### src/rtl/switch_pkg.sv
// Shared encodings for the switch crossbar: allocator FSM states and one-hot mux selects.
package switch_pkg;

  localparam logic [0:0] ST_IDLE   = 1'b0;
  localparam logic [0:0] ST_LOCKED = 1'b1;

  localparam logic [3:0] SEL_NONE = 4'b0000;
  localparam logic [3:0] SEL_IN0  = 4'b0001;
  localparam logic [3:0] SEL_IN1  = 4'b0010;
  localparam logic [3:0] SEL_IN2  = 4'b0100;
  localparam logic [3:0] SEL_IN3  = 4'b1000;

endpackage

### src/rtl/rr_pick_4.sv
// Combinational 4-way round-robin picker: first requester at or after ptr, wrapping mod 4.
module rr_pick_4 (
  input  logic [3:0] req,
  input  logic [1:0] ptr,
  output logic       any,
  output logic [1:0] win_idx,
  output logic [3:0] win_onehot
);

  always_comb begin
    logic [1:0] idx;
    any        = 1'b0;
    win_idx    = 2'd0;
    win_onehot = 4'b0000;
    for (int k = 0; k < 4; k++) begin
      idx = ptr + 2'(k);
      if (!any && req[idx]) begin
        any        = 1'b1;
        win_idx    = idx;
        win_onehot = 4'b0001 << idx;
      end
    end
  end

endmodule

### src/rtl/output_allocator_4.sv
// Per-output-port wormhole allocator: round-robin grant among 4 inputs, held until tail transfer.
module output_allocator_4
  import switch_pkg::*;
#(
  parameter int unsigned N_IN    = 4,
  parameter int unsigned RR_INIT = 0
) (
  input  logic       clk,
  input  logic       rst_n,
  input  logic [3:0] req,
  input  logic [3:0] flit_valid,
  input  logic [3:0] flit_tail,
  input  logic       out_stall,
  output logic [3:0] mux_sel,
  output logic       out_valid,
  output logic [3:0] in_stall,
  output logic       busy
);

  if (N_IN != 4) begin : g_bad_n_in
    $error("output_allocator_4 supports only N_IN == 4");
  end
  if (RR_INIT > 3) begin : g_bad_rr_init
    $error("output_allocator_4 requires RR_INIT in 0..3");
  end

  logic [0:0] state_q, state_d;
  logic [3:0] sel_q, sel_d;
  logic [1:0] ptr_q, ptr_d;

  logic       pick_any;
  logic [1:0] pick_idx;
  logic [3:0] pick_onehot;
  logic [1:0] w;
  logic       sel_ok;
  logic       xfer_tail;

  rr_pick_4 u_rr_pick (
    .req        (req),
    .ptr        (ptr_q),
    .any        (pick_any),
    .win_idx    (pick_idx),
    .win_onehot (pick_onehot)
  );

  always_comb begin
    w      = 2'd0;
    sel_ok = 1'b1;
    case (sel_q)
      SEL_IN0: w = 2'd0;
      SEL_IN1: w = 2'd1;
      SEL_IN2: w = 2'd2;
      SEL_IN3: w = 2'd3;
      default: sel_ok = 1'b0;
    endcase
  end

  assign xfer_tail = flit_valid[w] & flit_tail[w] & ~out_stall;

  always_comb begin
    state_d = state_q;
    sel_d   = sel_q;
    ptr_d   = ptr_q;
    case (state_q)
      ST_IDLE: begin
        if (pick_any) begin
          sel_d   = pick_onehot;
          ptr_d   = pick_idx + 2'd1;
          state_d = ST_LOCKED;
        end
      end
      ST_LOCKED: begin
        // A corrupted (non one-hot) select is treated like an illegal state.
        if (xfer_tail || !sel_ok) begin
          sel_d   = SEL_NONE;
          state_d = ST_IDLE;
        end
      end
      default: begin
        sel_d   = SEL_NONE;
        state_d = ST_IDLE;
      end
    endcase
  end

  always_ff @(posedge clk or negedge rst_n) begin
    if (!rst_n) begin
      state_q <= ST_IDLE;
      sel_q   <= SEL_NONE;
      ptr_q   <= 2'(RR_INIT);
    end else begin
      state_q <= state_d;
      sel_q   <= sel_d;
      ptr_q   <= ptr_d;
    end
  end

  assign busy      = (state_q == ST_LOCKED);
  assign mux_sel   = sel_q;
  assign out_valid = busy & flit_valid[w];
  assign in_stall  = ~({4{busy}} & sel_q) | {4{out_stall}};

endmodule

### config.mk
export PLATFORM = sky130hd
export DESIGN_NAME = output_allocator_4
export DESIGN_NICKNAME = d
export VERILOG_FILES = /design/src/rtl/switch_pkg.sv /design/src/rtl/rr_pick_4.sv /design/src/rtl/output_allocator_4.sv
export SDC_FILE = /design/constraint.sdc
export NUM_CORES = 1
export LEC_CHECK = 0
export ABC_AREA = 1
export CAP_MARGIN = 20
export CELL_PAD_IN_SITES_DETAIL_PLACEMENT = 2
export CELL_PAD_IN_SITES_GLOBAL_PLACEMENT = 2
export CORE_ASPECT_RATIO = 0.75
export CORE_MARGIN = 2
export CORE_UTILIZATION = 26
export DETAILED_ROUTE_END_ITERATION = 10
export HOLD_SLACK_MARGIN = 0.12
export MAX_ROUTING_LAYER = met4
export PLACE_DENSITY_LB_ADDON = 0.1
export SYNTH_ARGS = -nofsm -noshare
export SYNTH_HDL_FRONTEND = slang
export SYNTH_SLANG_ARGS = --single-unit
### constraint.sdc
create_clock -name clk -period 2.42 [get_ports clk]
set_input_delay 0.484 -clock clk [delete_from_list [all_inputs] [get_ports clk]]
set_output_delay 0.484 -clock clk [all_outputs]
set_load 0.01 [all_outputs]
### After elaboration in Yosys (flattened, before gate mapping)

Index checks and enable logic that the tools add are counted.
Widths: inputs -> output; s select.

| word-level totals | value |
|---|---|
| flip-flop bits (word level) | 7 |
| input bits | 15 |
| output and inout port bits | 10 |
| word-level logic and storage cells | 73 |

| operators by class | value |
|---|---|
| add/subtract/negate cells | 4 |
| magnitude comparators | 5 |
| eq/ne operators | 6 |
| shifts and indexed selects | 4 |
| muxes and demuxes | 32 |
| bitwise gates (word level) | 8 |
| reduce and logical (&&, ||, !) cells | 11 |

Operators with widths:

| operator | number |
|---|---|
| $mux 4 | 6 |
| $shl 1x2->4 const A | 4 |
| $lt 2x3->1 const B | 5 |
| $mux 1 | 13 |
| $bmux 1 s2 | 6 |
| $mux 2 | 4 |
| $pmux 4 s2 | 1 |
| $pmux 2 s3 | 1 |
| $add 2x1->2 const B | 2 |
| $add 2x2->2 const B | 2 |
| $and 4x4->4 | 1 |
| $eq 4x1->1 const B | 1 |
| $eq 4x2->1 const B | 1 |
| $eq 4x3->1 const B | 1 |
| $eq 4x4->1 const B | 1 |
| $logic_not 1->1 | 4 |
| $not 4->4 | 1 |
| $or 4x4->4 | 1 |
| $reduce_and 2->1 | 2 |
| $reduce_or 4->1 | 1 |
| $and 1x1->1 | 3 |
| $logic_and 1x1->1 | 3 |
| $ne 2x1->1 const B | 1 |
| $ne 2x2->1 const B | 1 |
| 3 further kinds | 4 |

### Longest topological paths before layout

Gate-level depths: netlist (run 1).

| depth | value |
|---|---|
| depth in word-level cells | 14 |
| mapped depth | 13 |
| mapped depth without buffers | 12 |

### Cells and area by module

Synthesis (run 1) repeated with hierarchy kept, for this count alone.

| second synthesis, totals | value |
|---|---|
| cell total of the unflattened synthesis | 150 |
| area, all modules | 935.9 sq um |

Modules (own cells, without submodules):

| module | times used | cells each | area each (sq um) | sequential area each (sq um) |
|---|---|---|---|---|
| output_allocator_4 | 1 | 77 | 508.0 | 175.2 |
| rr_pick_4 | 1 | 73 | 427.9 | 0.0 |

### Least setup slack after synthesis (run 1)

Ideal clock, no wire load.

| path | value |
|---|---|
| path kind | register to register |
| start point | register ptr_q[0] |
| end point | register ptr_q[1] |
| setup time | 0.124 ns |
| data arrival time | 1.808 ns |
| data required time | 2.296 ns |
| setup slack | 0.488 ns |
| cell stages (with the launch flop) | 13 |
| buffers on the path | 2 |
| clock period less this slack | 1.932 ns |
| cells stage by stage | dfrtp_1 -> buf_6 -> inv_8 -> ha_1 -> inv_1 -> nand3_2 -> nand2_4 -> nand4_4 -> buf_6 -> nand3_1 -> nand2_1 -> nand2_1 -> nand3_1 |

| on the way | value |
|---|---|
| cells in the longest elaborated chain, start to end | 13 |
| elaborated cells on any way between the ends | 27 |
| classes of those cells | add/sub: 4; mux: 16; reduce/logical: 7 |

RTL lines:

| element | line | source |
|---|---|---|
| start, declared | output_allocator_4.sv:29 | `logic [1:0] ptr_q, ptr_d;` |
| start signal, assigned | output_allocator_4.sv:90 | `ptr_q <= 2'(RR_INIT);` |
| start signal, assigned | output_allocator_4.sv:94 | `ptr_q <= ptr_d;` |
| branches (longest 13 deep; another with $add 2x1->2) | n/a |  |

Several ways; the timed one is not identified. The select of a mux whose other input is x is not followed.
A chain may end at the register's enable or synchronous reset.

### Final worst setup path (run 1)

| path | value |
|---|---|
| start point | register sel_q[0], in the netlist mux_sel[0] |
| end point | output port out_valid |

| on the way | value |
|---|---|
| cells in the longest elaborated chain, start to end | 5 |
| elaborated cells on any way between the ends | 7 |
| classes of those cells | eq/ne: 3; mux: 3; bitwise: 1 |

RTL lines:

| element | line | source |
|---|---|---|
| start, declared | output_allocator_4.sv:28 | `logic [3:0] sel_q, sel_d;` |
| start signal, assigned | output_allocator_4.sv:93 | `sel_q <= sel_d;` |
| $eq 4x4->1 (tied with other cells) | output_allocator_4.sv:49 | `case (sel_q)` |
| $pmux 2 s3 (*) | output_allocator_4.sv:49 |  |
| $bmux 1 s2 (*) | output_allocator_4.sv:100 | `assign out_valid = busy & flit_valid[w];` |
| $mux 1 (implied by the code) (*) | output_allocator_4.sv:100 |  |
| $and 1x1->1 (*) | output_allocator_4.sv:100 |  |
| end, declared | output_allocator_4.sv:15 | `output logic out_valid,` |

Mark *: on every way between the ends. The rest lies on a longest branch, timed or not. The select of a mux whose other input is x is not followed.

==> results of run 1 <==
-- sequential cells by signal, indices dropped and copies added (netlist names) --
signal   cells
mux_sel      4
ptr_q        2
busy         1
-- cells in the final DEF, fill, tap and decap left out --
| cell type | netlist | layout |
|---|---|---|
| nand4_1 | 2 | 2 |
| o21ai_2 | 1 | 1 |
| clkbuf_8 | 0 | 3 |
| or2_1 | 1 | 1 |
| nand2_2 | 12 | 12 |
| nor2_1 | 15 | 13 |
| inv_1 | 20 | 20 |
| nand2_4 | 3 | 3 |
| inv_4 | 1 | 1 |
| nor2_2 | 0 | 2 |
| nand2_1 | 46 | 46 |
| dfrtp_1 | 7 | 5 |
| o21ai_0 | 2 | 2 |
| clkdlybuf4s50_1 | 0 | 23 |
| or2_0 | 1 | 1 |
| or2_2 | 1 | 1 |
| nand3_1 | 17 | 16 |
| nor2_4 | 1 | 1 |
| ha_1 | 8 | 8 |
| inv_2 | 1 | 1 |
| clkbuf_1 | 0 | 1 |
| buf_4 | 0 | 3 |
| dlygate4sd2_1 | 0 | 1 |
| nand3_2 | 7 | 8 |
| dfrtp_2 | 0 | 2 |
| a22oi_1 | 4 | 4 |
| a21oi_1 | 8 | 8 |
| nand4_4 | 2 | 2 |
| inv_8 | 1 | 1 |
-- power groups by stage --
stage               registers, mW  logic (mW)  clock network (mW)
CTS                         0.236        1.55               0.168
detailed placement          0.234        1.54                   0
floorplan                   0.239        1.09                   0
finish                      0.234        1.52               0.162
global placement            0.230        1.45                   0
global route                0.244        1.70               0.174
-- layout make-up --
class | count | area [sq um] | area share, %
multi-input cells | 131 | 777.0 | 54.47
repair buffers | 27 | 261.5 | 18.33
flip-flops and latches | 7 | 177.7 | 12.46
inverters | 23 | 96.34 | 6.754
well taps | 55 | 68.82 | 4.825
clock buffers | 4 | 45.04 | 3.158
-- cell families after synthesis --
family                     count (synthesis)  share of synthesized area [%]
adders and majority gates                  8                          9.434
AOI/OAI and AO/OA                         15                          8.373
and+or+nand+nor                          108                          54.48
buffers and inverters                     25                          11.20
DFF                                        7                          16.51
-- worst min-delay path by stage --
stage                 endpoint  slack, ns  cells after the start
floorplan                 busy       0.19                      0
global placement    mux_sel[2]       0.58                      2
detailed placement  mux_sel[0]       0.61                      2
CTS                 mux_sel[0]       0.54                      1
global route        mux_sel[1]       0.56                      1
finish              mux_sel[0]       0.53                      1
-- critical path, cell delays in order, from the launching register on --
cell and delay [ns]:
dfrtp_1 0.45, nor2_2 0.20, nand3_2 0.16, or2_0 0.25, nand3_2 0.09, a21oi_1 0.06, dlygate4sd2_1 0.28
-- routing by layer --
layer  GRT usage, %  vias to the layer above  wire [um]
li1               -                      578          -
met1          21.71                      570       1722
met2          28.33                       18       1723
met3          2.287                        0         90
met4         0.7653                        0          0
met5              -                        -          0
-- what timing repair did --
action / CTS / global route
endpoints found under the hold margin: 0 / 0
endpoints found under the setup margin: 1 / 0
resized for setup: 6 / 0
-- metrics by stage --
step	utilization [%]	instance area, sq um
final	35.85	1426
after global routing	35.85	1426
after CTS	35.85	1426
after detailed placement	34.43	1370
after global placement	34.43	1370
after floorplan	-	1061
==> impl_metrics.py, run 1 <==
metrics = {
    "logic_synthesis": {
        "yosysTopAreaCell": "dfrtp_1",
        "post-synth-top-count-cell": "nand2_1",
        "ys.flop_type": "dfrtp_1",
        "ys_seq_elements": 7,
        "synth_common_cells": "nand2_1, inv_1, nand3_1, nor2_1, nand2_2",
        "syn-instance-count": 163,
        "yosys_warnings": 0,
        "synth_edf_count": 0,
        "yosys-top-cells-area": "dfrtp_1, nand2_1, ha_1",
        "synth_seq_area_share_pct": 16.51,
        "synth.avg_cell_area_sq_um": 6.509,
        "yosysUniqueCellTypes": 23,
        "synthesis.area_sq_um": 1061,
        "syn_nets": 186,
        "synth.top_cell.area_share_pct": 16.51,
        "synthArstFlopShare_pct": 100.0,
    },
    "route": {
        "vias": 1166,
        "drtPass1Iterations": 4,
        "wl_um": 3536,
        "drcViolationCount": 0,
        "dr.first_iter.drc_count": 59,
        "vias_per_cell": 4.721,
        "wl_per_cell_um": 14.32,
        "antenna_left": 0,
    },
    "worst_setup_path": {
        "worstPathRequired_ns": 1.94,
        "crit_path_start_kind": "register",
        "cp-end-kind": "primary output",
        "r2r_cells": 11,
        "rr_endpoint": "ptr_q[1]",
        "critical_path.max_fanout": 6,
        "reg2reg_slack_ns": 0.27,
        "crit_end": "out_valid",
        "regToRegStartpoint": "ptr_q[0]",
        "crit_arrival_ns": 1.71,
        "crit_type": "reg -> out",
        "startpoint": "mux_sel[0]",
    },
    "power_and_ir_drop": {
        "swShare_pct": 57.54,
        "p_clk_share_pct": 8.4,
        "power_mw": 1.918,
        "internal-power_mw": 0.8144,
        "power.switching_mw": 1.104,
        "p_comb_share_pct": 79.4,
        "power_density_nw_per_um2": 1345,
        "seqPwrFrac_pct": 12.2,
        "leakagePower_nw": 0.7148,
        "ir_drop_v": 0.0004396,
    },
    "final_layout": {
        "final_cells": 247,
        "final_nets": 216,
        "layout-drive-gt1-share_pct": 21.35,
        "n_antenna_cell": 0,
        "area_delta_synth_final_pct": 34.43,
        "n_fill_cell": 489,
    },
    "clocking": {
        "insertion_delay_ns": 0.22,
        "clock_sinks": 7,
        "htree_levels": 1,
        "hold_buffers": 0,
        "clock_path_buffers": 2,
        "cts_tree": "done",
        "cts_setup_buffers": 0,
        "numCtsBuffers": 3,
        "clk_pin_slew_ns": 0.04,
        "cts_root_buf": "clkbuf_8",
    },
    "grt": {
        "grt_pass1_vias": 1222,
        "grt_overflow": 0,
        "grt_max_degree": 13,
        "grt_first_pass_wirelength_um": 5733,
        "grt_usage_pct": 16.41,
        "antenna_found_initial": 0,
    },
    "hold_path": {
        "hold_path_class": "in -> async",
    },
    "sta": {
        "hold_viol": 0,
        "rsz0062_at_grt": "no",
        "setup_viol": 0,
        "fin_skew_ns": 0.0001944,
        "fmax_ghz": 0.4559,
        "fin_tns_setup_ns": 0,
        "maxSlewViolCount": 0,
        "timing.final.ws_setup_ns": 0.2264,
        "relSlewSlack_pct": 76.96,
        "worstMarginPinSlew_ns": 0.3444,
        "hold_slack_ns": 0.5329,
        "period_share_pct": 90.64,
        "min_period_ns": 2.194,
    },
    "placement": {
        "numPortBuffers": 24,
        "dpl.hpwl_um": 3036,
        "dp_cells": 243,
        "place.gp.congestion": 0.7996,
        "place_ws_ns": 0.05659,
    },
    "floorplanning": {
        "row_count": 20,
        "start_util_pct": 26.67,
        "die_h_um": 59.32,
        "die_w_um": 77.77,
        "coreArea_sq_um": 3979,
        "dieArea_sq_um": 4613,
        "io_pins": 25,
    },
    "status": {
        "status": "completed",
    },
    "flow_run": {
        "cap_violations": 0,
    },
}
No activity file was read; power rests on OpenSTA's default activity.
==> run 2, diff against run 1 <==
- CAP_MARGIN: 20 -> 40
==> results of run 2 <==
The final DEF is identical to that of run 1; final timing and power are the same.
==> run 3, diff against run 2 <==
- CTS_BUF_LIST: default -> sky130_fd_sc_hd__clkbuf_16
==> run 3 against run 2 <==
- final area up 2.5%
- clock power increased by 72%
- critical endpoint unchanged
- first-iteration DRC count decreased by 19%
- power is 6.7% higher
- register-to-register slack about the same
- non-clock buffer count stayed put
- highest routed layer unchanged
- count of clock-buffer cells in the layout shrank 1
- maximum frequency is essentially flat
- final cell count is the same
==> impl_metrics.py, run 3 (same netlist as run 1, synthesis figures left out) <==
metrics = {
    "clocking": {
        "clock_path_buffers": 2,
        "numCtsBuffers": 3,
        "insertion_delay_ns": 0.23,
        "cts_root_buf": "clkbuf_16",
        "hold_buffers": 0,
        "cts_tree": "done",
        "clock_sinks": 7,
        "cts_setup_buffers": 0,
        "clk_pin_slew_ns": 0.04,
        "htree_levels": 1,
    },
    "floorplanning": {
        "io_pins": 25,
        "die_h_um": 59.32,
        "die_w_um": 77.77,
        "row_count": 20,
        "start_util_pct": 26.67,
        "coreArea_sq_um": 3979,
        "dieArea_sq_um": 4613,
    },
    "worst_setup_path": {
        "cp-end-kind": "primary output",
        "crit_arrival_ns": 1.71,
        "crit_path_start_kind": "register",
        "crit_type": "reg -> out",
        "worstPathRequired_ns": 1.94,
        "critical_path.max_fanout": 6,
    },
    "sta": {
        "fin_tns_setup_ns": 0,
        "fin_skew_ns": 0.0002289,
        "rsz0062_at_grt": "no",
        "min_period_ns": 2.195,
        "period_share_pct": 90.70,
        "worstMarginPinSlew_ns": 0.3386,
        "maxSlewViolCount": 0,
        "setup_viol": 0,
        "hold_viol": 0,
        "relSlewSlack_pct": 77.36,
        "fmax_ghz": 0.4556,
    },
    "route": {
        "antenna_left": 0,
        "dr.first_iter.drc_count": 48,
        "vias": 1164,
        "wl_um": 3641,
        "wl_per_cell_um": 14.74,
        "vias_per_cell": 4.713,
        "drtPass1Iterations": 4,
        "drcViolationCount": 0,
    },
    "power_and_ir_drop": {
        "power.switching_mw": 1.130,
        "ir_drop_v": 0.0004390,
        "p_clk_share_pct": 13.6,
        "seqPwrFrac_pct": 11.6,
        "leakagePower_nw": 0.7328,
        "power_density_nw_per_um2": 1401,
        "internal-power_mw": 0.9167,
        "p_comb_share_pct": 74.9,
        "swShare_pct": 55.21,
    },
    "final_layout": {
        "layout-drive-gt1-share_pct": 21.88,
        "final_nets": 216,
        "final_cell_mix": "nand2_1, clkdlybuf4s50_1, inv_1",
        "n_antenna_cell": 0,
        "n_fill_cell": 480,
        "largest_register_ffs": 4,
        "layout_commonest_cell": "nand2_1",
        "final_core_util_pct": 36.73,
        "area_delta_synth_final_pct": 37.74,
    },
    "placement": {
        "dpl.hpwl_um": 3036,
        "place.gp.congestion": 0.7996,
        "numPortBuffers": 24,
    },
    "grt": {
        "grt_max_degree": 13,
        "antenna_found_initial": 0,
        "grt_usage_pct": 17.02,
        "grt_overflow": 0,
        "grt_pass1_vias": 1232,
        "grt_first_pass_wirelength_um": 5871,
    },
    "hold_path": {
        "hold_path_class": "in -> async",
    },
    "flow_run": {
        "cap_violations": 0,
    },
    "status": {
        "status": "completed",
    },
}
==> run 3: cell count changes in the layout (fill, tap and decap cells not counted) <==
cell | previous run | this run
inv_1 | 20 | 21
clkbuf_16 | 0 | 3
dfrtp_1 | 5 | 4
dfrtp_2 | 2 | 3
clkbuf_1 | 1 | 0
clkbuf_8 | 3 | 0
==> run 3: routing by layer <==
metal,track usage [%],up-vias,share of wire (%)
li1,-,579,-
met1,22.08,570,50
met2,29.31,15,48
met3,2.287,0,1.8
met4,2.296,0,0
met5,-,-,0
==> run 3: path summary, 6_finish.rpt <==
path                            start         end  slack, ns  cells after the start
setup / recovery           mux_sel[2]   out_valid       0.23                      6
hold / removal                  rst_n  mux_sel[0]       0.52                      1
setup reg to reg             ptr_q[0]    ptr_q[1]       0.27                     11
hold reg to reg            mux_sel[1]  mux_sel[1]       0.58                      2
max in group asynchronous       rst_n  mux_sel[3]       1.63                      1
min in group clk           mux_sel[1]  mux_sel[1]       0.58                      2
==> run 3: through the flow <==
stage | cells | power (mW) | hold slack (ns) | area, sq um | worst slack, ns
after CTS | 247 | 2.076 | 0.5359 | 1461 | 0.2060
after global routing | 247 | 2.242 | 0.5566 | 1461 | 0.06207
after global placement | 243 | 1.676 | 0.5796 | 1370 | 0.06879
final | 247 | 2.047 | 0.5234 | 1461 | 0.2251
after floorplan | 163 | 1.331 | 0.1884 | 1061 | 0.4877
after detailed placement | 243 | 1.770 | 0.6059 | 1370 | 0.05659
==> run 3: what timing repair did <==
action                                 in CTS  in global routing
resized for setup                           7                  0
setup endpoints to repair                   1                  0
endpoints found under the hold margin       0                  0
==> run 3: final cells by class <==
type                       instances  area, sq um  share of cell area (%)
tap                               55        68.82                   4.709
inverter                          23        96.34                   6.592
timing repair buffer              27        261.5                   17.89
multi-input combinational        131        777.0                   53.17
sequential                         7        178.9                   12.24
clock inverter                     1        3.754                  0.2568
clock buffer                       3        75.07                   5.137
==> run 3: worst max-delay path, stage by stage (launching register included) <==
cell and delay, ns:
dfrtp_2 0.44, nor2_2 0.20, nand3_2 0.16, or2_0 0.25
nand3_2 0.09, a21oi_1 0.06, dlygate4sd2_1 0.28
==> run 3: power groups by stage <==
stage / registers [mW] / logic (mW) / clock network, mW
after floorplan: 0.239 / 1.09 / 0
after global placement: 0.230 / 1.45 / 0
after detailed placement: 0.234 / 1.54 / 0
after CTS: 0.237 / 1.56 / 0.283
after global routing: 0.246 / 1.71 / 0.287
final: 0.236 / 1.53 / 0.278
